===== src/rtl/ones_count_accumulator_pkg.sv =====
// Shared types and helpers for the ones-count frame accumulator.
package ones_count_accumulator_pkg;

  typedef enum logic {
    ACCUM = 1'b0,
    HOLD  = 1'b1
  } state_t;

  // Popcount of a w-bit word needs enough bits to represent w itself.
  function automatic int pc_width(input int w);
    return $clog2(w) + 1;
  endfunction

endpackage


===== src/rtl/ones_count_function.sv =====
// Combinational popcount of one inCount-bit word.
module ones_count_function
  import ones_count_accumulator_pkg::*;
#(
  parameter int inCount = 16
) (
  input  logic [inCount-1:0]           in_vec,
  output logic [pc_width(inCount)-1:0] count
);

  localparam int PC_W = pc_width(inCount);

  always_comb begin
    count = '0;
    for (int i = 0; i < inCount; i++) begin
      count = count + PC_W'(in_vec[i]);
    end
  end

endmodule


===== src/rtl/ones_count_accumulator.sv =====
// Accumulates per-word popcounts over a frame and hands the saturated
// frame total and word count downstream over a valid/ready handshake.
module ones_count_accumulator
  import ones_count_accumulator_pkg::*;
#(
  parameter int IN_WIDTH  = 16,
  parameter int ACC_WIDTH = 16
) (
  input  logic                 clk,
  input  logic                 rst,
  input  logic [IN_WIDTH-1:0]  in_vec,
  input  logic                 in_valid,
  input  logic                 in_last,
  output logic                 in_ready,
  output logic [ACC_WIDTH-1:0] sum,
  output logic [ACC_WIDTH-1:0] word_cnt,
  output logic                 sat,
  output logic                 out_valid,
  input  logic                 out_ready
);

  localparam int PC_W = pc_width(IN_WIDTH);

  // Top bit of the result is the carry-out; the value clamps when it is set.
  function automatic logic [ACC_WIDTH:0] sat_add(input logic [ACC_WIDTH-1:0] a,
                                                 input logic [ACC_WIDTH-1:0] b);
    logic [ACC_WIDTH:0] s;
    s = {1'b0, a} + {1'b0, b};
    if (s[ACC_WIDTH]) begin
      s = {1'b1, {ACC_WIDTH{1'b1}}};
    end
    return s;
  endfunction

  logic [PC_W-1:0]      pc;
  state_t               state_reg, state_next;
  logic [ACC_WIDTH-1:0] acc_sum_reg, acc_cnt_reg;
  logic                 acc_sat_reg;
  logic [ACC_WIDTH-1:0] sum_reg, word_cnt_reg;
  logic                 sat_reg;
  logic [ACC_WIDTH:0]   add_sum, add_cnt;
  logic                 sat_next;
  logic                 accept;

  ones_count_function #(
    .inCount(IN_WIDTH)
  ) u_ones_count (
    .in_vec(in_vec),
    .count (pc)
  );

  assign in_ready  = (state_reg == ACCUM);
  assign out_valid = (state_reg == HOLD);
  assign accept    = in_valid && in_ready;

  assign add_sum  = sat_add(acc_sum_reg, ACC_WIDTH'(pc));
  assign add_cnt  = sat_add(acc_cnt_reg, ACC_WIDTH'(1));
  assign sat_next = acc_sat_reg | add_sum[ACC_WIDTH] | add_cnt[ACC_WIDTH];

  always_ff @(posedge clk or posedge rst) begin
    if (rst) begin
      state_reg <= ACCUM;
    end else begin
      state_reg <= state_next;
    end
  end

  always_comb begin
    state_next = state_reg;
    case (state_reg)
      ACCUM:   if (accept && in_last) state_next = HOLD;
      HOLD:    if (out_ready) state_next = ACCUM;
      default: state_next = ACCUM;
    endcase
  end

  // Last word folds into the published result while the accumulators restart.
  always_ff @(posedge clk or posedge rst) begin
    if (rst) begin
      acc_sum_reg  <= '0;
      acc_cnt_reg  <= '0;
      acc_sat_reg  <= 1'b0;
      sum_reg      <= '0;
      word_cnt_reg <= '0;
      sat_reg      <= 1'b0;
    end else if (accept) begin
      if (in_last) begin
        sum_reg      <= add_sum[ACC_WIDTH-1:0];
        word_cnt_reg <= add_cnt[ACC_WIDTH-1:0];
        sat_reg      <= sat_next;
        acc_sum_reg  <= '0;
        acc_cnt_reg  <= '0;
        acc_sat_reg  <= 1'b0;
      end else begin
        acc_sum_reg  <= add_sum[ACC_WIDTH-1:0];
        acc_cnt_reg  <= add_cnt[ACC_WIDTH-1:0];
        acc_sat_reg  <= sat_next;
      end
    end
  end

  assign sum      = sum_reg;
  assign word_cnt = word_cnt_reg;
  assign sat      = sat_reg;

endmodule


===== config.mk =====
export PLATFORM = sky130hd
export DESIGN_NAME = ones_count_accumulator
export DESIGN_NICKNAME = d
export VERILOG_FILES = /design/src/rtl/ones_count_accumulator_pkg.sv /design/src/rtl/ones_count_function.sv /design/src/rtl/ones_count_accumulator.sv
export SDC_FILE = /design/constraint.sdc
export NUM_CORES = 1
export LEC_CHECK = 0
export CORE_MARGIN = 3
export CORE_UTILIZATION = 40
export CTS_CLUSTER_DIAMETER = 150
export DETAILED_ROUTE_END_ITERATION = 7
export GPL_TIMING_DRIVEN = 0
export SLEW_MARGIN = 40
export SYNTH_ARGS = -nofsm -noshare
export SYNTH_HDL_FRONTEND = slang
export SYNTH_HIERARCHICAL = 1
export SYNTH_SLANG_ARGS = --single-unit

===== constraint.sdc =====
create_clock -name clk -period 2.7 [get_ports clk]
set_input_delay 0.675 -clock clk [delete_from_list [all_inputs] [get_ports clk]]
set_output_delay 0.675 -clock clk [all_outputs]
set_load 0.02 [all_outputs]

==> Flow_metrics.wiki, run 1 <==
{| class="wikitable"
! Metric !! Value
|-
| Final Worst Setup Slack || -2.105 ns
|-
| Maximum number of buffers from clock root to sink || 2
|-
| Worst-path fanout max || 8
|-
| Starting utilization of the core area || 0.4138
|-
| Antenna Violating Nets Remaining || 0
|-
| Synthesized netlist cell count || 414
|-
| Synthesis-to-finish area growth || 36.92%
|-
| Worst hold margin || 0.4866 ns
|-
| CP Class || in2reg
|-
| Crit. End Element || flip-flop
|-
| Fraction of final layout cells with drive strength greater than 1 || 0.2395
|-
| Post-CTS Hold Buffers || 0
|-
| Total count of max-transition violations in the final report || 0
|-
| TritonCTS clock tree || yes
|-
| Timing-limited maximum frequency || 208.1 MHz
|-
| Maximum Capacitance Violations || 0
|-
| TritonCTS Buffers || 9
|-
| Arrival time of the worst setup path || 5.09 ns
|-
| Setup TNS || -68.11 ns
|-
| Part of the power in the clock network || 0.187
|-
| Detail-routed via count per cell || 5.284
|-
| Net Sw Frac || 0.3867
|-
| Fraction of power consumed by sequential logic || 0.290
|-
| Number of enable-type register cells in the synthesized netlist || 0
|-
| Std cell rows || 35
|-
| Worst Path Required || 2.98 ns
|-
| Synth unique cells || 45
|-
| Net count after synthesis || 457
|-
| Shortest period the worst path allows || 4.805 ns
|-
| Least-Margin Pin Slew || 0.6069 ns
|-
| Total vias in the final route || 3329
|-
| Wirelength, routed || 10.00 mm
|-
| Detailed Routing Iterations Pass 1 || 4
|-
| Max incr delay on CP || 0.54 ns
|-
| Total number of H-tree levels || 3
|-
| Vias in the first global route || 3274
|-
| Flops & latches, synth || 67
|-
| Async set-reset flop share out of synthesis || 1.000
|-
| Post-synth top flop || sky130_fd_sc_hd__dfrtp_1
|-
| Fraction of the cycle the final worst path needs || 1.780
|-
| Count of unresolved DRC violations after routing || 0
|-
| Later-pin clock latency in the skew report || 0.36 ns
|-
| VDD IR-drop max || 832.9 uV
|-
| Power per standard cell area || 851.5 nW/um^2
|-
| CTS root buf || sky130_fd_sc_hd__clkbuf_8
|-
| Clock Skews || 0.01192 ns
|-
| Hold Path Class || reg2reg
|-
| Detail-routed net length per standard cell || 15.88 um
|-
| Pin count of the biggest net entering global routing || 37
|-
| Sequential area share after synthesis || 0.4344
|-
| Yosys Warn Count || 6
|-
| Cell area after synthesis || 3860 sq um
|-
| Normalized max-slew margin || 0.5944
|-
| Remaining Overflow, GRT || 0
|-
| Clock input transition at the sequential cells of the worst setup and hold paths || 0.07 ns
|-
| Area enclosed by the die boundary || 10860 sq um
|-
| Num Clock Sinks || 67
|-
| I/O pin count || 56
|-
| CP dominant cell by count || sky130_fd_sc_hd__fa_1
|-
| Wire length of the first global-routing pass || 16.53 mm
|-
| Input/output buffers || 55
|-
| Ant diodes || 0
|-
| Cell breakdown of the critical path || buf_6, inv_8, fa_1, fa_1, fa_1, fa_1, inv_1, ha_2, inv_2, fa_2, nor2b_1, o21a_1, ha_4, a21o_1, a2bb2oi_4, buf_6, or3_1, buf_6, a41o_1, a21oi_2
|-
| Net switching power of the design || 1.740 mW
|-
| DR iter-0 viols || 172
|-
| Placeable core region || 9328 sq um
|-
| Number of antenna violations at the first check in global routing || 0
|-
| Critical Path Slowest Stage Cell || sky130_fd_sc_hd__fa_1
|-
| Synthesized area per cell || 9.324 sq um
|-
| Final-report setup violation count || 34
|-
| Hpwl dp || 6.814 mm
|-
| Final Hold Viols || 0
|-
| Run status || finished, violations left
|-
| Combinational Power Share || 0.524
|-
| Width of the die || 104.2 um
|-
| Die height || 104.2 um
|-
| Violations in the final reports || setup timing
|-
| Critical path startpoint category || primary input
|-
| Global routing usage summed across all routing layers || 0.1882
|-
| Final-stage net count || 540
|-
| Int Power || 2.760 mW
|-
| Final weighted congestion in routability-driven placement || 0.8286
|-
| Static leakage || 2.299 nW
|-
| Unrepaired setup endpoints after global routing || true
|}
[synthesized netlist by cell type (3+ instances only)]
cell type                   n  area, sq um
sky130_fd_sc_hd__a21o_1     5        37.54
sky130_fd_sc_hd__a21oi_1   35        175.2
sky130_fd_sc_hd__a311oi_1   4        35.03
sky130_fd_sc_hd__a31o_2     7        61.31
sky130_fd_sc_hd__a31oi_1   24        150.1
sky130_fd_sc_hd__a41o_1     3        30.03
sky130_fd_sc_hd__and3_1     6        37.54
sky130_fd_sc_hd__and4_1     3        26.28
sky130_fd_sc_hd__buf_1      3        11.26
sky130_fd_sc_hd__buf_2      6        30.03
sky130_fd_sc_hd__clkbuf_1  13        48.80
sky130_fd_sc_hd__dfrtp_1   67         1677
sky130_fd_sc_hd__fa_1      11        220.2
sky130_fd_sc_hd__ha_1      11        137.6
sky130_fd_sc_hd__inv_1     36        135.1
sky130_fd_sc_hd__nand2_1   27        101.4
sky130_fd_sc_hd__nand3_1    7        35.03
sky130_fd_sc_hd__nand4_1    4        25.02
sky130_fd_sc_hd__nor2_1    44        165.2
sky130_fd_sc_hd__nor3_1    12        60.06
sky130_fd_sc_hd__nor4_1     4        25.02
sky130_fd_sc_hd__o211ai_1   4        30.03
sky130_fd_sc_hd__o21a_1     6        45.04
sky130_fd_sc_hd__o21ai_0   21        105.1
sky130_fd_sc_hd__xnor2_1   19        166.4
sky130_fd_sc_hd__xor2_1     7        61.31
[logic make-up (layout without fill, tap and decap cells)]
family	after synthesis	count (layout)	synth area share
flip-flops	67	67	0.4344
multiplexers	3	3	0.008428
AO/OA/AOI/OAI	117	117	0.1913
XOR/XNOR	26	26	0.05900
AND/OR/NAND/NOR	120	120	0.1530
buffers and inverters	59	146	0.06127
adder cells (fa/ha/maj)	22	22	0.09271
[critical path: cells and delay by family]
family / cells / cell delay, ns
AOI/OAI and AO/OA: 5 / 0.84
adders and majority gates: 7 / 2.64
and+or+nand+nor: 2 / 0.43
buffers and inverters: 6 / 0.51
[layout make-up]
class,instances,area [sq um]
Timing Repair Buffer,72,696.9
Buffer,23,131.4
Clock inverter,4,51.30
Clock buffer,11,141.4
Tap cell,129,161.4
Fill cell,841,4043
Sequential cell,67,1677
Multi-Input combinational cell,288,2278
Inverter,36,147.6
[worst paths after layout]
check	from	slack (ns)	cells past startpoint	endpoint
min	sum[4]	0.49	2	sum[4]
max in group asynchronous	rst	1.54	3	acc_sum_reg[3]
max reg2reg	acc_cnt_reg[0]	0.32	7	word_cnt[8]
max	in_vec[11]	-2.11	20	acc_sum_reg[13]
min in group asynchronous	rst	0.66	2	word_cnt[10]
min reg2reg	sum[4]	0.49	2	sum[4]
[timing repair]
action	in CTS	in global routing
pin swaps	25	27
setup buffers	7	8
endpoints found under the setup margin	34	48
cloned	1	0
gates resized for setup	63	55
[layout by cell type, fill, tap and decap left out, types with 5 or more instances in the layout]
cell and instances:
sky130_fd_sc_hd__clkbuf_1 11, sky130_fd_sc_hd__dfrtp_1 67, sky130_fd_sc_hd__o21ai_1 8, sky130_fd_sc_hd__a21oi_2 9, sky130_fd_sc_hd__clkdlybuf4s50_1 46, sky130_fd_sc_hd__a31oi_1 23
sky130_fd_sc_hd__o21a_1 5, sky130_fd_sc_hd__nor3_1 5, sky130_fd_sc_hd__buf_2 10, sky130_fd_sc_hd__ha_1 8, sky130_fd_sc_hd__and3_1 6, sky130_fd_sc_hd__inv_1 28
sky130_fd_sc_hd__nor4_4 5, sky130_fd_sc_hd__nand2_1 27, sky130_fd_sc_hd__o21ai_2 5, sky130_fd_sc_hd__clkbuf_8 11, sky130_fd_sc_hd__nand3_1 6, sky130_fd_sc_hd__xnor2_1 17
sky130_fd_sc_hd__fa_1 8, sky130_fd_sc_hd__buf_4 10, sky130_fd_sc_hd__a21oi_1 26, sky130_fd_sc_hd__o21ai_0 8, sky130_fd_sc_hd__inv_2 6, sky130_fd_sc_hd__a21o_1 5
sky130_fd_sc_hd__xor2_1 6, sky130_fd_sc_hd__buf_6 11, sky130_fd_sc_hd__nor2_1 38, sky130_fd_sc_hd__a31o_2 6
[layer usage]
| layer | global-route usage | part of all wire |
|---|---|---|
| met5 | 0 | 0 |
| met4 | 0.06363 | 0.013 |
| met3 | 0.03476 | 0.052 |
| met2 | 0.2999 | 0.49 |
| met1 | 0.2593 | 0.45 |
[power groups by stage]
stage               logic, mW  registers, mW  clock network (mW)
floorplan                1.05           1.45                   0
global placement         1.71           1.31                   0
detailed placement       1.74           1.32                   0
CTS                      2.04           1.30               0.853
global route             2.57           1.33               0.897
finish                   2.36           1.30               0.840
[per-stage QoR]
step / power (mW) / area (sq um) / cells / setup WS [ns] / utilization
final: 4.500 / 5285 / 630 / -2.105 / 0.5666
after detailed placement: 3.063 / 4656 / 599 / -3.180 / 0.4991
after floorplan: 2.510 / 3919 / 414 / -2.224 / -
after CTS: 4.191 / 5000 / 622 / -2.164 / 0.5360
after global placement: 3.028 / 4631 / 598 / -3.133 / 0.4964
after global routing: 4.792 / 5285 / 630 / -2.233 / 0.5666
Note: power is estimated with default switching activity, not from simulation.
==> inputs of run 2 (changes only) <==
Settings changed: CORE_MARGIN 3 to 4.
==> run 2 against run 1 <==
  * The flow still finishes with violations (setup timing)
  * Register-to-register slack about the same
  * Worst setup slack improved by 0.028 ns
  * Flip-flop and latch count unchanged
  * Combinational power increased by 6%
  * Sequential power about the same
  * Power increased by 4.7%
  * Routed wire length increased by 0.51%
  * Global-route usage decreased by 0.18 points
  * Utilization increased by 0.34 points
  * Critical endpoint is now sum[12]
==> Flow_metrics.wiki, run 2 (synthesis gave the netlist of run 1 again) <==
{| class="wikitable"
! Metric !! Value
|-
| Unrepaired setup endpoints after global routing || true
|-
| Max incr delay on CP || 0.54 ns (about the same)
|-
| Vias in the first global route || 3420 (+4.5%)
|-
| Most frequent standard cell in the layout excluding fill and tap cells || sky130_fd_sc_hd__dfrtp_1
|-
| Starting utilization of the core area || 0.4138 (unchanged)
|-
| Final weighted congestion in routability-driven placement || 0.8308 (+0.27%)
|-
| Die height || 106.2 um (+1.9%)
|-
| Setup TNS || -67.21 ns (+0.8954 ns)
|-
| Run status || finished, violations left
|-
| Violations in the final reports || setup timing
|-
| Area of placed instances || 4656 sq um (unchanged)
|-
| Crit. End Element || flip-flop
|-
| DR iter-0 viols || 181 (+5.2%)
|-
| Std cell rows || 35 (unchanged)
|-
| Filler Cell Count || 826 (-1.8%)
|-
| Final-report setup violation count || 34 (unchanged)
|-
| Worst-path fanout max || 3 (-5)
|-
| Critical path startpoint category || primary input
|-
| Later-pin clock latency in the skew report || 0.35 ns (about the same)
|-
| Cell breakdown of the critical path || buf_6, inv_2, fa_1, fa_1, fa_1, fa_1, inv_1, ha_2, inv_2, fa_2, inv_2, fa_2, a21oi_2, a2bb2oi_2, clkbuf_8, buf_6, buf_4, nor3_2, nor2_1, o31ai_2
|-
| Clock Skews || 0.005735 ns (-0.006190 ns)
|-
| Most used routing layer in global routing || met2
|-
| Detail-routed net length per standard cell || 15.86 um (-0.12%)
|-
| Hpwl dp || 6.917 mm (+1.5%)
|-
| Global routing met2 resource utilization || 0.2905 (-0.009409)
|-
| TritonCTS Buffers || 9 (unchanged)
|-
| Fraction of final layout cells with drive strength greater than 1 || 0.2554 (+0.01592)
|-
| Input/output buffers || 55 (unchanged)
|-
| Critical Path Slowest Stage Cell || sky130_fd_sc_hd__fa_1
|-
| Clock input transition at the sequential cells of the worst setup and hold paths || 0.07 ns (about the same)
|-
| Worst Path Required || 2.92 ns (-0.06 ns)
|-
| Total count of max-transition violations in the final report || 0 (unchanged)
|-
| Final Worst Setup Slack || -2.077 ns (+0.02825 ns)
|-
| Met1 Usage GRT || 0.2522 (-0.007085)
|-
| Timing-limited maximum frequency || 209.3 MHz (+0.59%)
|-
| Pin count of the biggest net entering global routing || 35 (-5.4%)
|-
| CP Class || in2reg
|-
| Arrival time of the worst setup path || 5.00 ns (-0.09 ns)
|-
| Post-CTS Hold Buffers || 0 (unchanged)
|-
| Final core occ || 0.5700 (+0.003353)
|-
| Post-route cell area || 5316 sq um (+0.59%)
|-
| Global routing usage summed across all routing layers || 0.1864 (-0.001817)
|-
| Cell class contributing the biggest share of worst-path delay || adder cells
|-
| Width of the die || 106.2 um (+1.9%)
|-
| Combined buffer and inverter count along the critical path || 8 (+2)
|-
| Wirelength, routed || 10.05 mm (+0.51%)
|-
| VDD IR-drop max || 1013 uV (+22%)
|-
| Setup slack after placement || -3.191 ns (-0.01144 ns)
|-
| CTS root buf || sky130_fd_sc_hd__clkbuf_8
|-
| Shortest period the worst path allows || 4.777 ns (-0.02825 ns)
|-
| Total vias in the final route || 3362 (+0.99%)
|-
| Ant diodes || 0 (unchanged)
|-
| Number of antenna violations at the first check in global routing || 0 (unchanged)
|-
| Maximum Capacitance Violations || 0 (unchanged)
|-
| Final-stage net count || 543 (+0.56%)
|-
| Fraction of the cycle the final worst path needs || 1.769 (-0.01046)
|-
| Synthesis-to-finish area growth || 37.73%
|-
| Final non-filler cell total || 634 (+0.63%)
|-
| Detail-routed via count per cell || 5.303 (+0.35%)
|-
| CP dominant cell by count || sky130_fd_sc_hd__fa_1
|-
| Least-Margin Pin Slew || 0.6486 ns (+0.04163 ns)
|-
| Static leakage || 2.311 nW (+0.52%)
|-
| Final Hold Viols || 0 (unchanged)
|-
| Maximum number of buffers from clock root to sink || 2 (unchanged)
|-
| Detailed Routing Iterations Pass 1 || 4 (unchanged)
|-
| Most used cells in the layout excluding fill and tap cells || sky130_fd_sc_hd__dfrtp_1, sky130_fd_sc_hd__clkdlybuf4s50_1, sky130_fd_sc_hd__nor2_1
|-
| Antenna Violating Nets Remaining || 0 (unchanged)
|-
| Power per standard cell area || 886.2 nW/um^2 (+4.1%)
|-
| Count of unresolved DRC violations after routing || 0 (unchanged)
|-
| Hold Path Class || reg2reg
|-
| Total design power || 4.712 mW (+4.7%)
|-
| Normalized max-slew margin || 0.5676 (-0.02677)
|-
| Remaining Overflow, GRT || 0 (unchanged)
|-
| Placeable core region || 9328 sq um (unchanged)
|-
| TritonCTS clock tree || yes
|-
| Worst hold margin || 0.4951 ns (+0.008412 ns)
|-
| Num Clock Sinks || 67 (unchanged)
|-
| Met3 capacity usage during global routing || 0.04007 (+0.005312)
|-
| Total number of H-tree levels || 3 (unchanged)
|-
| I/O pin count || 56 (unchanged)
|-
| Wire length of the first global-routing pass || 16.70 mm (+1.0%)
|-
| Placed cells || 599 (unchanged)
|-
| Area enclosed by the die boundary || 11290 sq um (+3.9%)
|}
[run 2: cell count changes in the layout (fill, tap and decap cells not counted), moves of 3 or more]
cell                       previous run  this run
sky130_fd_sc_hd__buf_4               10        19
sky130_fd_sc_hd__a21oi_1             26        29
sky130_fd_sc_hd__buf_6               11         8
sky130_fd_sc_hd__clkbuf_8            11        14
sky130_fd_sc_hd__nor3_1               5         8
sky130_fd_sc_hd__o21ai_1              8         5
[run 2: power by group]
group	switching, mW	internal, mW	leakage [nW]	total (mW)
Clock	0.393	0.528	0.116	0.921
Combinational	1.27	1.21	1.33	2.49
Sequential	0.119	1.19	0.866	1.31
Total	1.78	2.93	2.31	4.71
[run 2: worst paths after layout]
kind	start	endpoint	slack, ns	cells past startpoint
max in group asynchronous	rst	word_cnt[3]	1.53	3
setup reg to reg	acc_cnt_reg[0]	word_cnt[2]	0.32	7
hold reg to reg	sum[2]	sum[2]	0.50	2
min in group asynchronous	rst	word_cnt[7]	0.68	2
hold / removal	sum[2]	sum[2]	0.50	2
setup / recovery	in_vec[13]	sum[12]	-2.08	20
[run 2: layout make-up]
cell class                 instances  area, sq um  share of cell area
timing repair buffer              77        721.9              0.1358
buffer                            21        105.1             0.01977
multi-input combinational        288         2281              0.4290
clock inverter                     3        43.79            0.008237
sequential                        67         1677              0.3154
clock buffer                      13        178.9             0.03366
inverter                          36        147.6             0.02777
tap                              129        161.4             0.03036
[run 2: worst reg2reg max path: stages (launching register included)]
cell and delay [ns]:
sky130_fd_sc_hd__dfrtp_1 0.43, sky130_fd_sc_hd__ha_1 0.27, sky130_fd_sc_hd__nand3_1 0.21, sky130_fd_sc_hd__nor4_4 0.49, sky130_fd_sc_hd__nand2_2 0.23, sky130_fd_sc_hd__buf_2 0.26, sky130_fd_sc_hd__buf_2 0.22, sky130_fd_sc_hd__a31oi_1 0.19
[run 2: routing by layer]
layer	vias up	share of wire
li1	1620	-
met1	1644	0.47
met2	75	0.46
met3	23	0.045
met4	0	0.025
met5	-	0
[run 2: what timing repair did]
action | 4_1_cts | 5_1_grt
gates cloned | 1 | 0
endpoints found under the setup margin | 34 | 46
pin swaps | 48 | 26
gates resized for setup | 90 | 25
setup buffers | 17 | 3
